===== src/rtl/main_fsm_controller.sv =====
// Multi-cycle RV32I main control FSM: sequences fetch/decode/execute over 3-5 cycles per instruction.
// Stalls in FETCH/MEMREAD/MEMWRITE while i_mem_ready is low; unsupported opcodes park in TRAP until reset.
module main_fsm_controller (
  input  logic       i_clk,
  input  logic       i_reset,
  input  logic [6:0] i_op,
  input  logic       i_zero,
  input  logic       i_mem_ready,
  output logic       o_pc_write,
  output logic       o_adr_src,
  output logic       o_ir_write,
  output logic       o_mem_write,
  output logic       o_reg_write,
  output logic [1:0] o_result_src,
  output logic [1:0] o_alu_src_a,
  output logic [1:0] o_alu_src_b,
  output logic [1:0] o_alu_op,
  output logic       o_illegal,
  output logic [3:0] o_state
);

  localparam logic [3:0] S_FETCH    = 4'd0;
  localparam logic [3:0] S_DECODE   = 4'd1;
  localparam logic [3:0] S_MEMADR   = 4'd2;
  localparam logic [3:0] S_MEMREAD  = 4'd3;
  localparam logic [3:0] S_MEMWB    = 4'd4;
  localparam logic [3:0] S_MEMWRITE = 4'd5;
  localparam logic [3:0] S_EXECR    = 4'd6;
  localparam logic [3:0] S_EXECI    = 4'd7;
  localparam logic [3:0] S_ALUWB    = 4'd8;
  localparam logic [3:0] S_BEQ      = 4'd9;
  localparam logic [3:0] S_JAL      = 4'd10;
  localparam logic [3:0] S_TRAP     = 4'd11;

  logic [3:0] r_state;
  logic [3:0] w_next;
  logic       r_illegal;

  logic       w_pc_update;
  logic       w_branch;
  logic       w_adr_src;
  logic       w_ir_write;
  logic       w_mem_write;
  logic       w_reg_write;
  logic [1:0] w_result_src;
  logic [1:0] w_alu_src_a;
  logic [1:0] w_alu_src_b;
  logic [1:0] w_alu_op;

  always_ff @(posedge i_clk) begin
    if (i_reset) begin
      r_state   <= S_FETCH;
      r_illegal <= 1'b0;
    end else begin
      r_state <= w_next;
      if (w_next == S_TRAP) r_illegal <= 1'b1;
    end
  end

  always_comb begin
    w_next = S_FETCH;
    case (r_state)
      S_FETCH:    w_next = i_mem_ready ? S_DECODE : S_FETCH;
      S_DECODE: begin
        case (i_op)
          7'b0000011, 7'b0100011: w_next = S_MEMADR;
          7'b0110011:             w_next = S_EXECR;
          7'b0010011:             w_next = S_EXECI;
          7'b1100011:             w_next = S_BEQ;
          7'b1101111:             w_next = S_JAL;
          default:                w_next = S_TRAP;
        endcase
      end
      S_MEMADR:   w_next = i_op[5] ? S_MEMWRITE : S_MEMREAD;
      S_MEMREAD:  w_next = i_mem_ready ? S_MEMWB : S_MEMREAD;
      S_MEMWB:    w_next = S_FETCH;
      S_MEMWRITE: w_next = i_mem_ready ? S_FETCH : S_MEMWRITE;
      S_EXECR:    w_next = S_ALUWB;
      S_EXECI:    w_next = S_ALUWB;
      S_ALUWB:    w_next = S_FETCH;
      S_BEQ:      w_next = S_FETCH;
      S_JAL:      w_next = S_ALUWB;
      S_TRAP:     w_next = S_TRAP;
      default:    w_next = S_FETCH;
    endcase
  end

  always_comb begin
    w_pc_update  = 1'b0;
    w_branch     = 1'b0;
    w_adr_src    = 1'b0;
    w_ir_write   = 1'b0;
    w_mem_write  = 1'b0;
    w_reg_write  = 1'b0;
    w_result_src = 2'b00;
    w_alu_src_a  = 2'b00;
    w_alu_src_b  = 2'b00;
    w_alu_op     = 2'b00;
    case (r_state)
      S_FETCH: begin
        w_alu_src_b  = 2'b10;
        w_result_src = 2'b10;
        w_ir_write   = i_mem_ready;
        w_pc_update  = i_mem_ready;
      end
      S_DECODE: begin
        w_alu_src_a = 2'b01;
        w_alu_src_b = 2'b01;
      end
      S_MEMADR: begin
        w_alu_src_a = 2'b10;
        w_alu_src_b = 2'b01;
      end
      S_MEMREAD:  w_adr_src = 1'b1;
      S_MEMWB: begin
        w_result_src = 2'b01;
        w_reg_write  = 1'b1;
      end
      S_MEMWRITE: begin
        w_adr_src   = 1'b1;
        w_mem_write = 1'b1;
      end
      S_EXECR: begin
        w_alu_src_a = 2'b10;
        w_alu_op    = 2'b10;
      end
      S_EXECI: begin
        w_alu_src_a = 2'b10;
        w_alu_src_b = 2'b01;
        w_alu_op    = 2'b10;
      end
      S_ALUWB:    w_reg_write = 1'b1;
      S_BEQ: begin
        w_alu_src_a = 2'b10;
        w_alu_op    = 2'b01;
        w_branch    = 1'b1;
      end
      S_JAL: begin
        w_alu_src_a = 2'b01;
        w_alu_src_b = 2'b10;
        w_pc_update = 1'b1;
      end
      default: ;
    endcase
    // Reset suppresses every write and parks the selects on their FETCH values.
    if (i_reset) begin
      w_pc_update  = 1'b0;
      w_branch     = 1'b0;
      w_ir_write   = 1'b0;
      w_mem_write  = 1'b0;
      w_reg_write  = 1'b0;
      w_adr_src    = 1'b0;
      w_result_src = 2'b10;
      w_alu_src_a  = 2'b00;
      w_alu_src_b  = 2'b10;
      w_alu_op     = 2'b00;
    end
  end

  assign o_pc_write   = w_pc_update | (w_branch & i_zero);
  assign o_adr_src    = w_adr_src;
  assign o_ir_write   = w_ir_write;
  assign o_mem_write  = w_mem_write;
  assign o_reg_write  = w_reg_write;
  assign o_result_src = w_result_src;
  assign o_alu_src_a  = w_alu_src_a;
  assign o_alu_src_b  = w_alu_src_b;
  assign o_alu_op     = w_alu_op;
  assign o_illegal    = r_illegal;
  assign o_state      = r_state;

endmodule


===== config.mk =====
export PLATFORM = sky130hd
export DESIGN_NAME = main_fsm_controller
export DESIGN_NICKNAME = d
export VERILOG_FILES = /design/src/rtl/main_fsm_controller.sv
export SDC_FILE = /design/constraint.sdc
export NUM_CORES = 1
export LEC_CHECK = 0
export ABC_AREA = 1
export CAP_MARGIN = 20
export CORE_MARGIN = 3
export CORE_UTILIZATION = 40
export CTS_CLUSTER_SIZE = 30
export DETAILED_ROUTE_END_ITERATION = 12
export GPL_ROUTABILITY_DRIVEN = 0
export PLACE_DENSITY = 0.91
export SYNTH_ARGS = -nofsm -noshare
export SYNTH_HDL_FRONTEND = slang
export SYNTH_SLANG_ARGS = --single-unit

===== constraint.sdc =====
create_clock -name i_clk -period 2.4 [get_ports i_clk]
set_clock_uncertainty 0.05 [all_clocks]
set_input_delay 0.24 -clock i_clk [delete_from_list [all_inputs] [get_ports i_clk]]
set_output_delay 0.24 -clock i_clk [all_outputs]
set_load 0.05 [all_outputs]

**Word-level counts from Yosys, hierarchy flattened**

Cells that the tools add are included.

- Eq/ne operators: 18
- Muxes and demuxes: 26
- Bitwise logic cells: 2
- Reduce and logical (&&, ||, !) cells: 10

Operators with widths:

| operator | count |
|---|---|
| $pmux 4 s7 | 1 |
| $eq 4x4->1 const B | 5 |
| $pmux 4 s5 | 1 |
| $eq 4x3->1 const B | 4 |
| $pmux 2 s2 | 4 |
| $eq 7x6->1 const B | 2 |
| $eq 7x7->1 const B | 2 |
| $mux 1 | 12 |
| $reduce_or 2->1 | 6 |
| $mux 3 | 3 |
| $eq 4x2->1 const B | 2 |
| $mux 2 | 4 |
| $eq 7x2->1 const B | 1 |
| $eq 7x5->1 const B | 1 |
| $reduce_or 3->1 | 2 |
| $eq 4x1->1 const B | 1 |
| $logic_not 4->1 | 1 |
| $reduce_or 4->1 | 1 |
| $pmux 1 s2 | 1 |
| $and 1x1->1 | 1 |
| $or 1x1->1 | 1 |

- Flip-flop bits (word level): 5
- Input bits: 11
- Output and inout bits: 18
- Logic and storage cells: 58

**Longest topological paths before layout**

- Depth in word-level cells: 5
- Depth in mapped cells: 10
- Depth with buffers taken out: 10

**Worst setup path after synthesis**

No wires, ideal clock.

- Path type: reg2out
- Start point: register r_state[2] (netlist: o_state[2])
- End point: output o_pc_write
- Arrival time: 2,092 ps
- Data required time: 2,110 ps
- Setup slack: 18 ps
- Stages on the path, launching flop included: 8
- Path buffers: 0
- Cell sequence: dfxtp_1 nor2_2 inv_2 nor2_2 nand2_1 nor2_1 a21oi_1 nand2_1

- Longest elaborated chain between the ends: 5
- Elaborated cells between the ends (all ways): 9
- Classes of those cells: eq/ne: 2; mux: 4; bitwise: 2; reduce/logical: 1

Ends and longest elaborated chain:

| what | RTL line | source |
|---|---|---|
| start: declaration | 35 | `logic [3:0] r_state;` |
| start signal: assignment | 55 | `r_state <= w_next;` |
| $eq 4x4->1 | 99 | `case (r_state)` |
| $mux 1 | 99 |  |
| $mux 1 | 146 | `if (i_reset) begin` |
| $and 1x1->1 | 160 | `assign o_pc_write = w_pc_update \| (w_branch & i_zero);` |
| $or 1x1->1 (*) | 160 |  |
| end: declaration | 9 | `output logic o_pc_write,` |

Mark *: on every way between the ends. The rest lies on a longest branch, timed or not.

**Final worst setup path**

- Start point: register r_state[2] (netlist: o_state[2])
- End point: output o_state[2]

RTL lines:

| what | RTL line | source |
|---|---|---|
| end: declaration | 19 | `output logic [3:0] o_state` |

No word-level cell between the ends.

==> run summary <==
========================================================================================
Type of element launching the critical path ...............................         flop
Fill cell count ...........................................................           97
Time the worst path needs with I/O delays and setup .......................     1.803 ns
Count of final setup violators ............................................            0
Number of antenna violations at the first check in global routing .........            0
Crit path buf inv count ...................................................            1
Flop and latch count out of synthesis .....................................            5
Number of buffers inserted during clock tree synthesis ....................            3
Area fraction in compound gates after synthesis ...........................       0.1297
Share of synthesized registers carrying an async set or reset .............            0
Class of the most critical setup path .....................................      reg2out
Path type of the worst min-delay path .....................................      reg2reg
Total number of H-tree levels .............................................            1
Root buffer selected by CTS ............................................... sky130_fd_sc_hd__clkbuf_4
Post-Syn Area per Cell ....................................................   5.151 um^2
HPWL after detailed placement .............................................     1.273 mm
Period utilization ........................................................       0.7511
Required time worst endpoint ..............................................      2.11 ns
Pin count of the biggest net entering global routing ......................            9
Via count .................................................................          715
Result of the run ......................................................... finished, final reports clean
Die area ..................................................................    1799 um^2
Type of element capturing the critical path ............................... primary output
Max Cap Violations ........................................................            0
First-pass iteration count of the detailed router .........................            3
Aggregate global-route resource usage .....................................       0.1710
Portion of the post-synthesis area used by sequential elements ............       0.1887
Total Power ...............................................................     1.015 mW
Register clock-pin slew on the reported worst setup and hold paths ........      0.04 ns
Layout net count ..........................................................          147
Number of warnings issued by yosys ........................................            0
Largest cells by area after synthesis ..................................... sky130_fd_sc_hd__nand2_1 25%, sky130_fd_sc_hd__dfxtp_1 19%, sky130_fd_sc_hd__inv_1 12%, sky130_fd_sc_hd__nor2_1 8.5%, sky130_fd_sc_hd__a21oi_1 5.7%
Peak clock frequency supported by timing ..................................    554.8 MHz
Top cell type by total area after synthesis ............................... sky130_fd_sc_hd__nand2_1
Clock sink count ..........................................................            5
Buffers inserted by post-CTS timing repair ................................            0
Slew Limit Fails ..........................................................            0
Post-synth EDFFs ..........................................................            0
Count leader, synth ....................................................... sky130_fd_sc_hd__nand2_1
Peak VDD IR ...............................................................  0.0005981 V
Initial standard-cell utilization of the core .............................       0.4530
Area share of and/or/nand/nor cells after synthesis .......................       0.5259
Clock Path Buffers ........................................................            2
Power density of the placed cells ......................................... 1175 nW/um^2
Sum of routed wire length over all layers .................................     1.453 mm
Area share of the largest cell type after synthesis .......................       0.2476
Crit path DAT .............................................................      1.51 ns
Wire length per cell ......................................................     9.752 um
Maximum fanout along the worst path .......................................            6
Antenna Diode Count .......................................................            0
Post-DP Area ..............................................................   837.1 um^2
Vias in the first global route ............................................          616
Std-Cell Rows .............................................................           12
Netlist area before placement .............................................   530.5 um^2
Primary flip-flop cell chosen by synthesis mapping ........................ sky130_fd_sc_hd__dfxtp_1
Worst path max stage delay ................................................      0.84 ns
Die boundary width ........................................................     42.42 um
CTS resizes ...............................................................            0
Residual antenna-violating net count after detailed routing ...............            0
Post-Synth Adder-Cell Area ................................................            0
Port bufs .................................................................           28
Average vias per placed instance ..........................................        4.799
Summed negative setup slack over all endpoints ............................         0 ns
Global-route wire length before repair ....................................     2.415 mm
Post-layout instance count excluding filler cells .........................          149
Num ports .................................................................           29
Cells after Synth .........................................................          103
# hold bufs at CTS ........................................................            0
Synth cell types ..........................................................           19
Area overhead of the layout relative to synthesis .........................       62.74%
Final instance area .......................................................   863.3 um^2
Overflow left after global routing ........................................            0
Unrepaired setup endpoints after global routing ...........................        false
Fraction of layout instances using a drive strength above 1 ...............       0.2148
Height of the chip ........................................................     42.42 um
Synth Area in XOR/XNOR ....................................................            0
Category of cells accounting for the largest share of critical-path delay . buffers and inverters
Core region area ..........................................................    1171 um^2
Violation count after the first detailed-routing iteration ................           10
Number of nets in the synthesized netlist .................................          114
Transition at the pin with the smallest max-transition slack ..............    0.4928 ns
Multiplexer share of the synthesized area .................................            0
TritonCTS clock tree ......................................................         done
Max-slew headroom at the worst pin ........................................       0.6704
Insertion delay of the later-clocked pin in the worst-skew pair ...........      0.24 ns
Placed instance count .....................................................          145
Post-route DRC ............................................................            0
Cell leakage power ........................................................    0.4368 nW
Final Hold Fails ..........................................................            0
Cell-by-cell trace of the critical path ................................... clkdlybuf4s50_1
Slowest library cell on the worst path .................................... sky130_fd_sc_hd__clkdlybuf4s50_1
Dominant combinational cell family by area after synthesis ................ simple AND/OR/NAND/NOR gates
Top cell types by occurrence after synthesis .............................. 35 x sky130_fd_sc_hd__nand2_1, 17 x sky130_fd_sc_hd__inv_1, 12 x sky130_fd_sc_hd__nor2_1
========================================================================================
==> area by class of cell <==
class,count,area [um^2],area share
Multi-Input combinational cell,76,347.8,0.4029
Timing Repair Buffer,29,292.8,0.3391
Sequential cell,5,100.1,0.1159
Inverter,21,78.83,0.09130
Clock buffer,4,26.28,0.03043
Tap cell,14,17.52,0.02029
==> sequential cells by signal, indices dropped and copies added, names as in the netlist <==
name and flops:
o_illegal 1, o_state 4
==> path summary, 6_finish.rpt <==
path	startpoint	endpoint	slack, ns	depth (start not counted)
setup / recovery	o_state[2]$_SDFF_PP0_	o_state[2]	0.60	1
hold / removal	o_illegal$_SDFFE_PP0N_	o_illegal$_SDFFE_PP0N_	0.42	2
setup reg to reg	o_state[3]$_SDFF_PP0_	o_illegal$_SDFFE_PP0N_	1.13	9
hold reg to reg	o_illegal$_SDFFE_PP0N_	o_illegal$_SDFFE_PP0N_	0.42	2
==> per-layer routing <==
| metal | share of wire | track usage |
|---|---|---|
| met5 | 0 | 0 |
| met4 | 0.012 | 0.09317 |
| met1 | 0.44 | 0.2087 |
| met2 | 0.49 | 0.2888 |
| met3 | 0.054 | 0.01717 |
==> power by group <==
| part | switching (mW) | total, mW | leakage [nW] | internal, mW |
|---|---|---|---|---|
| registers | 0.0369 | 0.147 | 0.0409 | 0.110 |
| clock network | 0.0337 | 0.0965 | 0.0150 | 0.0628 |
| logic | 0.517 | 0.771 | 0.381 | 0.255 |
==> worst register-to-register path: stages (launching register included) <==
cell and delay [ns]:
sky130_fd_sc_hd__dfxtp_1 0.39, sky130_fd_sc_hd__inv_1 0.10, sky130_fd_sc_hd__nand2_2 0.13, sky130_fd_sc_hd__nor2_2 0.06, sky130_fd_sc_hd__nand2_1 0.07, sky130_fd_sc_hd__nand2_1 0.05
sky130_fd_sc_hd__nor2_1 0.14, sky130_fd_sc_hd__nand2_1 0.08, sky130_fd_sc_hd__nand2_2 0.06, sky130_fd_sc_hd__a21oi_2 0.04
==> cells in the final DEF, fill, tap and decap left out <==
| cell | netlist | layout |
|---|---|---|
| sky130_fd_sc_hd__buf_4 | 0 | 11 |
| sky130_fd_sc_hd__nor2_2 | 4 | 4 |
| sky130_fd_sc_hd__a21oi_2 | 1 | 1 |
| sky130_fd_sc_hd__clkbuf_4 | 0 | 3 |
| sky130_fd_sc_hd__nor3_1 | 1 | 1 |
| sky130_fd_sc_hd__clkinv_1 | 1 | 1 |
| sky130_fd_sc_hd__clkbuf_1 | 0 | 1 |
| sky130_fd_sc_hd__nor2_1 | 12 | 12 |
| sky130_fd_sc_hd__a31oi_1 | 1 | 1 |
| sky130_fd_sc_hd__nand2_2 | 3 | 3 |
| sky130_fd_sc_hd__o21ai_0 | 2 | 2 |
| sky130_fd_sc_hd__o21ai_1 | 1 | 1 |
| sky130_fd_sc_hd__nand2_1 | 35 | 35 |
| sky130_fd_sc_hd__clkdlybuf4s50_1 | 0 | 15 |
| sky130_fd_sc_hd__dfxtp_1 | 5 | 5 |
| sky130_fd_sc_hd__nand3_1 | 6 | 6 |
| sky130_fd_sc_hd__a41oi_1 | 1 | 1 |
| sky130_fd_sc_hd__a21oi_1 | 6 | 6 |
| sky130_fd_sc_hd__buf_12 | 0 | 3 |
| sky130_fd_sc_hd__nor2_4 | 1 | 1 |
| sky130_fd_sc_hd__inv_1 | 17 | 17 |
| sky130_fd_sc_hd__nand4_1 | 2 | 2 |
| sky130_fd_sc_hd__inv_2 | 3 | 3 |
==> logic make-up after synthesis <==
group | Yosys count
and+or+nand+nor | 64
buffers and inverters | 22
DFF | 5
AOI/OAI and AO/OA | 12
==> per-stage QoR <==
step	worst slack (ns)	util	hold slack (ns)
after floorplan	0.01847	-	0.3890
after global placement	0.7344	0.7147	0.4066
after detailed placement	0.6960	0.7147	0.4135
after CTS	0.5881	0.7372	0.4240
after global routing	0.4469	0.7372	0.4537
final	0.5974	0.7372	0.4196
Note: power is estimated with default switching activity, not from simulation.
